$ cat config.mk
export PLATFORM = sky130hd
export DESIGN_NAME = sram_byte_streamer_flat
export DESIGN_NICKNAME = d
export VERILOG_FILES = /design/src/rtl/sram_byte_streamer_pkg.sv /design/src/rtl/sram_byte_streamer_if.sv /design/src/rtl/sram_byte_streamer_fifo.sv /design/src/rtl/sram_byte_streamer.sv /design/src/flat_wrapper.sv
export SDC_FILE = /design/constraint.sdc
export NUM_CORES = 1
export LEC_CHECK = 0
export ABC_AREA = 1
export ABC_CLOCK_PERIOD_IN_PS = 2900
export CAP_MARGIN = 20
export CORE_ASPECT_RATIO = 0.9
export CORE_MARGIN = 2
export CORE_UTILIZATION = 55
export DETAILED_ROUTE_END_ITERATION = 8
export PLACE_DENSITY = 0.87
export SETUP_SLACK_MARGIN = 0.15
export SKIP_LAST_GASP = 1
export SLEW_MARGIN = 10
export SYNTH_ARGS = -nofsm -noshare
export SYNTH_HDL_FRONTEND = slang
export SYNTH_SLANG_ARGS = --single-unit
$ cat constraint.sdc
create_clock -name clock_i -period 2.9 [get_ports clock_i]
set_clock_uncertainty 0.05 [all_clocks]
set_input_delay 0.435 -clock clock_i [delete_from_list [all_inputs] [get_ports clock_i]]
set_output_delay 0.435 -clock clock_i [all_outputs]
set_load 0.05 [all_outputs]
$ cat src/rtl/sram_byte_streamer_pkg.sv
// Shared definitions for the SRAM byte streamer: FSM encoding and default sizes.
package tart_stream_pkg;
  localparam int DEF_ABITS = 11;
  localparam int DEF_DEPTH = 4;

  typedef enum logic [1:0] {
    ST_IDLE  = 2'd0,
    ST_RUN   = 2'd1,
    ST_DRAIN = 2'd2
  } stream_state_t;
endpackage

$ cat src/rtl/sram_byte_streamer_if.sv
// Command, SRAM byte-port and byte-stream signals of the streamer.
// master = streamer side, slave = surrounding logic (SRAM + SPI transmit path).
interface sram_byte_streamer_if
  import tart_stream_pkg::*;
#(parameter int ABITS = DEF_ABITS);
  logic             start_i;
  logic             abort_i;
  logic [ABITS-1:0] base_i;
  logic [ABITS:0]   count_i;
  logic             busy_o;
  logic             done_o;
  logic             sram_en_o;
  logic [ABITS-1:0] sram_adr_o;
  logic [7:0]       sram_dat_i;
  logic             valid_o;
  logic [7:0]       data_o;
  logic             last_o;
  logic             ready_i;

  modport master (
    input  start_i, abort_i, base_i, count_i, sram_dat_i, ready_i,
    output busy_o, done_o, sram_en_o, sram_adr_o, valid_o, data_o, last_o
  );

  modport slave (
    output start_i, abort_i, base_i, count_i, sram_dat_i, ready_i,
    input  busy_o, done_o, sram_en_o, sram_adr_o, valid_o, data_o, last_o
  );
endinterface

$ cat src/rtl/sram_byte_streamer_fifo.sv
// First-word-fall-through byte FIFO with a per-entry last flag, flush and
// occupancy output. Head outputs read as zero while empty.
module sram_stream_fifo
  import tart_stream_pkg::*;
#(
  parameter  int DEPTH = DEF_DEPTH,
  localparam int AW    = $clog2(DEPTH)
) (
  input  logic        clock_i,
  input  logic        reset_i,
  input  logic        flush_i,
  input  logic        push_i,
  input  logic [7:0]  push_dat_i,
  input  logic        push_last_i,
  input  logic        pop_i,
  output logic        valid_o,
  output logic [7:0]  data_o,
  output logic        last_o,
  output logic [AW:0] occ_o
);
  localparam logic [AW:0] FULL = (AW+1)'(DEPTH);

  logic [8:0]    mem [DEPTH];
  logic [AW-1:0] wr_ptr, rd_ptr;
  logic [AW:0]   occ;
  logic          do_push, do_pop;

  assign do_pop  = pop_i && (occ != '0);
  assign do_push = push_i && ((occ != FULL) || do_pop);

  // Pointer and occupancy bookkeeping; flush empties the queue at once.
  always_ff @(posedge clock_i or posedge reset_i) begin
    if (reset_i) begin
      wr_ptr <= '0;
      rd_ptr <= '0;
      occ    <= '0;
    end else if (flush_i) begin
      wr_ptr <= '0;
      rd_ptr <= '0;
      occ    <= '0;
    end else begin
      if (do_push) wr_ptr <= wr_ptr + 1'b1;
      if (do_pop)  rd_ptr <= rd_ptr + 1'b1;
      occ <= occ + {{AW{1'b0}}, do_push} - {{AW{1'b0}}, do_pop};
    end
  end

  // Storage needs no reset: outputs are gated by occupancy.
  always_ff @(posedge clock_i) begin
    if (do_push && !flush_i) mem[wr_ptr] <= {push_last_i, push_dat_i};
  end

  assign valid_o = (occ != '0);
  assign data_o  = valid_o ? mem[rd_ptr][7:0] : 8'h00;
  assign last_o  = valid_o && mem[rd_ptr][8];
  assign occ_o   = occ;
endmodule

$ cat src/rtl/sram_byte_streamer.sv
// Streams a run of bytes from the SRAM byte port as a valid/ready byte stream.
// Reads are issued only when the FIFO is guaranteed room for every read in
// flight, so the one-cycle SRAM latency never overruns the FIFO.
module sram_byte_streamer
  import tart_stream_pkg::*;
#(
  parameter int ABITS = DEF_ABITS,
  parameter int DEPTH = DEF_DEPTH
) (
  input logic                clock_i,
  input logic                reset_i,
  sram_byte_streamer_if.master bus
);
  localparam int             OW      = $clog2(DEPTH) + 1;
  localparam logic [ABITS:0] CNT_ONE = (ABITS+1)'(1);
  localparam logic [OW:0]    CAP     = (OW+1)'(DEPTH);

  stream_state_t    state_q, state_d;
  logic [ABITS-1:0] adr_q;
  logic [ABITS:0]   left_q;
  logic             en_q, last_en_q, pend_q, last_pend_q, done_q;
  logic             issue, load, flush, done_d, pop, credit_ok, issue_last;
  logic [OW-1:0]    occ;
  logic [OW:0]      inflight;
  logic             fifo_valid, fifo_last;
  logic [7:0]       fifo_data;

  // Slots claimed = bytes queued + read being presented + read landing now.
  assign pop        = fifo_valid && bus.ready_i;
  assign inflight   = {1'b0, occ} + {{OW{1'b0}}, en_q} + {{OW{1'b0}}, pend_q};
  assign credit_ok  = inflight < (CAP + {{OW{1'b0}}, pop});
  assign issue_last = load ? (bus.count_i == CNT_ONE) : (left_q == CNT_ONE);

  // State register.
  always_ff @(posedge clock_i or posedge reset_i) begin
    if (reset_i) state_q <= ST_IDLE;
    else         state_q <= state_d;
  end

  // Next state, read issue, flush and completion decisions.
  always_comb begin
    state_d = state_q;
    issue   = 1'b0;
    load    = 1'b0;
    flush   = 1'b0;
    done_d  = 1'b0;
    unique case (state_q)
      ST_IDLE: begin
        if (bus.start_i) begin
          if (bus.count_i == '0) begin
            done_d = 1'b1;
          end else begin
            load    = 1'b1;
            issue   = 1'b1;
            state_d = (bus.count_i == CNT_ONE) ? ST_DRAIN : ST_RUN;
          end
        end
      end
      ST_RUN: begin
        if (bus.abort_i) begin
          flush   = 1'b1;
          state_d = ST_IDLE;
        end else if (credit_ok) begin
          issue = 1'b1;
          if (left_q == CNT_ONE) state_d = ST_DRAIN;
        end
      end
      ST_DRAIN: begin
        if (bus.abort_i) begin
          flush   = 1'b1;
          state_d = ST_IDLE;
        end else if (pop && fifo_last) begin
          done_d  = 1'b1;
          state_d = ST_IDLE;
        end
      end
      default: state_d = ST_IDLE;
    endcase
  end

  // Read strobe/address, remaining count and the read-latency pipeline.
  always_ff @(posedge clock_i or posedge reset_i) begin
    if (reset_i) begin
      adr_q       <= '0;
      left_q      <= '0;
      en_q        <= 1'b0;
      last_en_q   <= 1'b0;
      pend_q      <= 1'b0;
      last_pend_q <= 1'b0;
      done_q      <= 1'b0;
    end else begin
      en_q        <= issue;
      last_en_q   <= issue && issue_last;
      pend_q      <= en_q && !flush;
      last_pend_q <= last_en_q && !flush;
      done_q      <= done_d;
      if (load) begin
        adr_q  <= bus.base_i;
        left_q <= bus.count_i - CNT_ONE;
      end else if (issue) begin
        adr_q  <= adr_q + 1'b1;
        left_q <= left_q - CNT_ONE;
      end
    end
  end

  sram_stream_fifo #(.DEPTH(DEPTH)) u_fifo (
    .clock_i     (clock_i),
    .reset_i     (reset_i),
    .flush_i     (flush),
    .push_i      (pend_q),
    .push_dat_i  (bus.sram_dat_i),
    .push_last_i (last_pend_q),
    .pop_i       (pop),
    .valid_o     (fifo_valid),
    .data_o      (fifo_data),
    .last_o      (fifo_last),
    .occ_o       (occ)
  );

  assign bus.busy_o     = (state_q != ST_IDLE);
  assign bus.done_o     = done_q;
  assign bus.sram_en_o  = en_q;
  assign bus.sram_adr_o = adr_q;
  assign bus.valid_o    = fifo_valid;
  assign bus.data_o     = fifo_data;
  assign bus.last_o     = fifo_last;
endmodule
$ cat src/flat_wrapper.sv
// flat-port wrapper written by rule: the top's interface ports become plain ports
module sram_byte_streamer_flat import tart_stream_pkg::*;
#(
  parameter int ABITS = DEF_ABITS,
  parameter int DEPTH = DEF_DEPTH
)
  (clock_i, reset_i, bus_start_i, bus_abort_i, bus_base_i, bus_count_i, bus_sram_dat_i, bus_ready_i, bus_busy_o, bus_done_o, bus_sram_en_o, bus_sram_adr_o, bus_valid_o, bus_data_o, bus_last_o);
  sram_byte_streamer_if #(.ABITS(ABITS)) bus_i ();
  input logic clock_i;
  input logic reset_i;
  input wire logic [$bits(bus_i.start_i)-1:0] bus_start_i;
  input wire logic [$bits(bus_i.abort_i)-1:0] bus_abort_i;
  input wire logic [$bits(bus_i.base_i)-1:0] bus_base_i;
  input wire logic [$bits(bus_i.count_i)-1:0] bus_count_i;
  input wire logic [$bits(bus_i.sram_dat_i)-1:0] bus_sram_dat_i;
  input wire logic [$bits(bus_i.ready_i)-1:0] bus_ready_i;
  output wire logic [$bits(bus_i.busy_o)-1:0] bus_busy_o;
  output wire logic [$bits(bus_i.done_o)-1:0] bus_done_o;
  output wire logic [$bits(bus_i.sram_en_o)-1:0] bus_sram_en_o;
  output wire logic [$bits(bus_i.sram_adr_o)-1:0] bus_sram_adr_o;
  output wire logic [$bits(bus_i.valid_o)-1:0] bus_valid_o;
  output wire logic [$bits(bus_i.data_o)-1:0] bus_data_o;
  output wire logic [$bits(bus_i.last_o)-1:0] bus_last_o;
  assign bus_i.start_i = bus_start_i;
  assign bus_i.abort_i = bus_abort_i;
  assign bus_i.base_i = bus_base_i;
  assign bus_i.count_i = bus_count_i;
  assign bus_i.sram_dat_i = bus_sram_dat_i;
  assign bus_i.ready_i = bus_ready_i;
  assign bus_busy_o = bus_i.busy_o;
  assign bus_done_o = bus_i.done_o;
  assign bus_sram_en_o = bus_i.sram_en_o;
  assign bus_sram_adr_o = bus_i.sram_adr_o;
  assign bus_valid_o = bus_i.valid_o;
  assign bus_data_o = bus_i.data_o;
  assign bus_last_o = bus_i.last_o;
  sram_byte_streamer #(.ABITS(ABITS), .DEPTH(DEPTH)) u_core (.clock_i(clock_i), .reset_i(reset_i), .bus(bus_i));
endmodule
# Word-level counts from Yosys, hierarchy flattened
# Memory sizes are Yosys's and may differ from the RTL's.
# Cells that the tools add are included.
# totals
regBits	37
latchBits	0
ram_bits	36
romBits	0
inputBits	36
output_inout_bits	24
word_cells	88
n_memories	1
# classes
add_sub_neg	10
n_mul	0
n_div	0
order_cmp	1
eq_ne	10
shift	0
mux	35
bitwise_logic	0
n_reduce_logical	20
# memory_table
name	words	width	read_ports	rd_ports_with_merged_regs	write_ports	line_no	source
u_core.u_fifo.mem	4	9	1	0	1	sram_byte_streamer_fifo.sv:23	logic [8:0] mem [DEPTH];
# ops
op	count
12-bit by 1-bit equality test with 1-bit output, second input constant	2
12-bit 2-to-1 mux	2
2-bit 2-to-1 mux	12
12-bit by 1-bit subtractor with 12-bit output, second input constant	2
11-bit 2-to-1 mux	2
1-bit 2-to-1 mux	14
12-bit logical NOT	1
11-bit by 1-bit adder with 11-bit output, second input constant	1
1-bit logical AND	9
3-bit by 2-bit != test with 1-bit output, second input constant	3
8-bit 2-to-1 mux	1
2-bit nonzero test	4
2-bit case mux with 3 select lines	1
5-bit AND reduction	1
2-bit by 1-bit adder with 2-bit output, second input constant	2
3-bit by 1-bit adder with 4-bit output	1
3-bit by 1-bit adder with 4-bit output, first input constant	1
4-bit by 1-bit adder with 4-bit output	1
4-bit < comparator	1
2-bit != test, second input constant	2
1-bit case mux with 2 select lines	2
3-bit by 1-bit adder with 3-bit output	1
3-bit 2-to-1 mux	1
3-bit != test, second input constant	1
other kinds (8)	8

# Depth between registers and ports, before layout
# depth
ltp_word	9
ltp_mapped	13
depth_no_buf	12

# Modules after synthesis
# From an unflattened synthesis, not the netlist that was laid out.
# unflattened
cells_unflattened	576
area_unflattened_um2	4380.5
# by_module_without_submodules
mod	instances	cells_per_inst	area_per_inst_um2
sram_byte_streamer	1	380	2431.1
sram_stream_fifo	1	196	1949.4

# Worst setup path before layout
# No wires, ideal clock.
# synth_path
path_kind	register to register
start	register u_core.en_q (netlist: u_core.bus.sram_en_o)
end	register u_core.adr_q[2] (netlist: u_core.bus.sram_adr_o[2])
setup_time_ns	0.118
arrival_ns	2.252
required_time_ns	2.732
path_slack_ns	0.480
path_stages_with_launch	14
path_buffers	1
path_cell_list	dfrtp_1 inv_1 fa_1 inv_1 ha_1 nor2_1 nand3_1 nand2_1 nand3_1 nand2_4 clkinv_2 buf_6 nand2_1 nand2_1
# synth_via
elab_chain_cells	7
# synth_lines
item	line_no	source
start: declaration	sram_byte_streamer.sv:21	logic en_q, last_en_q, pend_q, last_pend_q, done_q;
start signal: assignment	sram_byte_streamer.sv:92	en_q <= issue;
3-bit by 1-bit adder with 4-bit output	sram_byte_streamer.sv:30	assign inflight = {1'b0, occ} + {{OW{1'b0}}, en_q} + {{OW{1'b0}}, pend_q};
4-bit by 1-bit adder with 4-bit output	sram_byte_streamer.sv:30	
4-bit < comparator	sram_byte_streamer.sv:31	assign credit_ok = inflight < (CAP + {{OW{1'b0}}, pop});
1-bit 2-to-1 mux	sram_byte_streamer.sv:63	end else if (credit_ok) begin
1-bit 2-to-1 mux	sram_byte_streamer.sv:60	if (bus.abort_i) begin
1-bit case mux with 2 select lines	sram_byte_streamer.sv:47	unique case (state_q)
2-bit nonzero test (no source line)	n/a	
end signal: assignment	sram_byte_streamer.sv:98	adr_q <= bus.base_i;
end signal: assignment	sram_byte_streamer.sv:101	adr_q <= adr_q + 1'b1;
end: declaration	sram_byte_streamer.sv:19	logic [ABITS-1:0] adr_q;
# Every way passes these cells.
# A chain may end at the register's enable or synchronous reset.

# Worst setup path in the final report
# layout_path
start	register u_core.u_fifo.rd_ptr[0]
end	output port bus_data_o[2]
# layout_via
elab_chain_cells	2
# layout_lines
item	line_no	source
start: declaration	sram_byte_streamer_fifo.sv:24	logic [AW-1:0] wr_ptr, rd_ptr;
start signal: assignment	sram_byte_streamer_fifo.sv:43	if (do_pop) rd_ptr <= rd_ptr + 1'b1;
memory 4 x 9 bit	n/a	
8-bit 2-to-1 mux	sram_byte_streamer_fifo.sv:54	assign data_o = valid_o ? mem[rd_ptr][7:0] : 8'h00;
end: declaration	flat_wrapper.sv:22	output wire logic [$bits(bus_i.data_o)-1:0] bus_data_o;
# Every way passes these cells.

==> results.toml <==
[drt]
drc = 0
drtPass1Iterations = 5
wl_per_cell_um = 13.45
postRouteAntennaNets = 0
drtIter0Drc = 143
drt-total-wl_um = 9441
vias_per_cell = 5.252
vias = 3687

[grt]
grt-busiest-layer = "met2"
grt_pass1_wl_um = 15510
met1_usage_pct = 27.93
antenna_found_initial = 0
use_met2_pct = 42.55
grt-ovfl-total = 0
use_met3_pct = 5.281
grt_pass1_vias = 3607
track_usage_pct = 24.02
grt_max_degree = 38

[synth]
syn_nets = 588
postSynthCellCount = 534
synth.cell_area_um2 = 4208
avgSynthCellArea_um2 = 7.880
yosysWarnings = 0
synth_edf_count = 36
seq_area_frac_synth_pct = 47.70
synthArstFlopShare_pct = 50.68
synthFlopType = "dfrtp_1"
ys_types = 31
synth.ff_latch_count = 73

[power]
power_frac_clock_pct = 13.5
seqPwrFrac_pct = 30.9
ir_drop_mv = 0.5327
power_mw = 5.475
leakagePower_nw = 2.429
p_sw_mw = 2.762
switching_share_pct = 50.45
p_per_area_nw_per_um2 = 1077
p_int_mw = 2.713
power_frac_comb_pct = 55.6

[status]
status = "completed"

[die]
core_area_um2 = 7470
start_util_pct = 56.33
die-area_um2 = 8367
num_io_pins = 60
num_rows = 30
die_x_um = 96.20
die_h_um = 86.98

[cts]
cts_buffers = 9
cts_sinks = 73
clock_latency_ns = 0.36
post_cts_buffers = 0
clockBufferDepth = 2
path_clk_slew_ns = 0.09
cts_tree = "yes"
htreeDepth = 3
cts_hold_repair.buffers = 0
cts-root-buf = "clkbuf_8"

[sta]
period_share_pct = 88.16
rsz0062_at_grt = "false"
worst_slew_pin_slew_ns = 0.4955
fin_crit_ns = 2.557
slew_violations = 0
setup_tns_ns = 0
relSlewSlack_pct = 66.69
setup_violations = 0
finalWorstSetupSlack_ns = 0.3433
max_freq_ghz = 0.3911
hold_viol = 0

[place]
place_ws_ns = 0.2862
place_hpwl_um = 6614
routabilityCongestion = 0.8439
dp.cells = 686
numPortBuffers = 59

[worst_setup_path]
crit_type = "reg -> out"
r2r_cells = 12
required_ns = 2.41
cp-start-kind = "flop"
crit_arrival_ns = 2.07
endpoint_kind = "primary output"
crit_path_max_fanout = 22

[cells_and_area]
fillers = 586
drive_gt1_share_pct = 6.931
instances_no_fill = 702
area_delta_synth_final_pct = 20.84
post-route-util_pct = 68.07
final_common_cell = "nand2_1"
final_nets = 655
layout_common_cells = "nand2_1, nor2_1, inv_1"
num_antenna_cells = 0

[job]
max_cap_violations = 0

[hold_path]
hold_path.class = "reg -> reg"
hold-path-cell-count = 2
==> power groups by stage <==
| stage | Sequential (mW) | Clock [mW] | Combinational [mW] |
|---|---|---|---|
| final | 1.69 | 0.738 | 3.04 |
| after global routing | 1.73 | 0.796 | 3.36 |
| after CTS | 1.69 | 0.757 | 3.05 |
| after detailed placement | 1.70 | 0 | 3.07 |
| after global placement | 1.68 | 0 | 2.94 |
| after floorplan | 1.85 | 0 | 2.05 |
==> per-layer routing <==
metal | part of all wire (%) | vias up
met5 | 0 | -
met4 | 2.2 | 0
met3 | 5.7 | 25
met2 | 51 | 127
met1 | 41 | 1712
li1 | - | 1823
==> synthesized netlist by cell type, types with 2 or more instances <==
| master | n | area, um2 |
|---|---|---|
| nor2_4 | 2 | 22.52 |
| nor2_2 | 3 | 18.77 |
| buf_2 | 7 | 35.03 |
| edfxtp_1 | 36 | 1081 |
| a21oi_1 | 10 | 50.05 |
| fa_1 | 2 | 40.04 |
| inv_2 | 2 | 7.510 |
| a21o_1 | 2 | 15.01 |
| nand4_1 | 2 | 12.51 |
| nand3_1 | 45 | 225.2 |
| or2_2 | 3 | 18.77 |
| inv_1 | 59 | 221.5 |
| buf_6 | 2 | 22.52 |
| nand2_4 | 2 | 22.52 |
| nand2_1 | 170 | 638.1 |
| xor2_1 | 13 | 113.9 |
| nor2_1 | 77 | 289.0 |
| xnor2_1 | 3 | 26.28 |
| o21ai_0 | 29 | 145.1 |
| a31oi_1 | 2 | 12.51 |
| ha_1 | 16 | 200.2 |
| dfrtp_1 | 37 | 925.9 |
| buf_4 | 2 | 15.01 |
==> through the flow <==
| stage | instance area [um2] | hold WS [ns] |
|---|---|---|
| after CTS | 5082 | 0.4427 |
| after floorplan | 4208 | 0.3981 |
| after global routing | 5085 | 0.4533 |
| after global placement | 4907 | 0.4200 |
| after detailed placement | 4907 | 0.4257 |
| final | 5085 | 0.4387 |
==> final cells by class <==
| class | instances | area, um2 | share of cell area (%) |
|---|---|---|---|
| multi-input combinational | 386 | 1887 | 37.11 |
| sequential | 73 | 2008 | 39.49 |
| clock inverter | 7 | 58.81 | 1.156 |
| tap | 96 | 120.1 | 2.362 |
| clock buffer | 9 | 123.9 | 2.436 |
| inverter | 63 | 237.7 | 4.675 |
| timing repair buffer | 68 | 649.4 | 12.77 |
==> repair_timing <==
item                                    4_1_cts  5_1_grt
gates cloned                                  0        0
resized for setup                             8        1
endpoints found under the hold margin         0        0
endpoints found under the setup margin        8        1
==> worst max-delay path, cell delays in order (launching register included) <==
cell           delay [ns]
dfrtp_2              0.56
inv_2                0.28
o21ai_0              0.15
a21oi_1              0.17
dlygate4sd2_1        0.54
==> state kept, by name (all words and copies together) (netlist names) <==
name and count:
u_core.u_fifo.mem 36, u_core.left_q 12, u_core.bus.sram_adr_o 11, u_core.u_fifo.occ_o 3, u_core.state_q 2, u_core.u_fifo.rd_ptr 2
u_core.u_fifo.wr_ptr 2, u_core.bus.done_o 1, u_core.bus.sram_en_o 1, u_core.last_en_q 1, u_core.last_pend_q 1, u_core.pend_q 1
==> final timing paths <==
kind,start,end,slack (ns)
hold / removal,u_core.last_en_q$_DFF_PP0_,u_core.last_pend_q$_DFF_PP0_,0.44
min in group asynchronous,reset_i,u_core.last_pend_q$_DFF_PP0_,0.46
setup / recovery,u_core.u_fifo.rd_ptr[0]$_DFFE_PP0P_,bus_data_o[2],0.34
max in group asynchronous,reset_i,u_core.u_fifo.rd_ptr[0]$_DFFE_PP0P_,1.98
hold reg to reg,u_core.last_en_q$_DFF_PP0_,u_core.last_pend_q$_DFF_PP0_,0.44
setup reg to reg,u_core.bus.sram_en_o$_DFF_PP0_,u_core.bus.sram_adr_o[9]$_DFFE_PP0P_,0.46
==> cells by family (layout without fill, tap and decap cells) <==
group / Yosys count / after routing / synth area share [%]
xor gates and xnor gates: 16 / 16 / 3.330
adders and majority gates: 18 / 18 / 5.709
DFF: 73 / 73 / 47.70
buffers and inverters: 75 / 147 / 7.463
and+or+nand+nor: 306 / 306 / 29.91
AOI/OAI and AO/OA: 46 / 46 / 5.888
(Power assumes the default switching activity.)
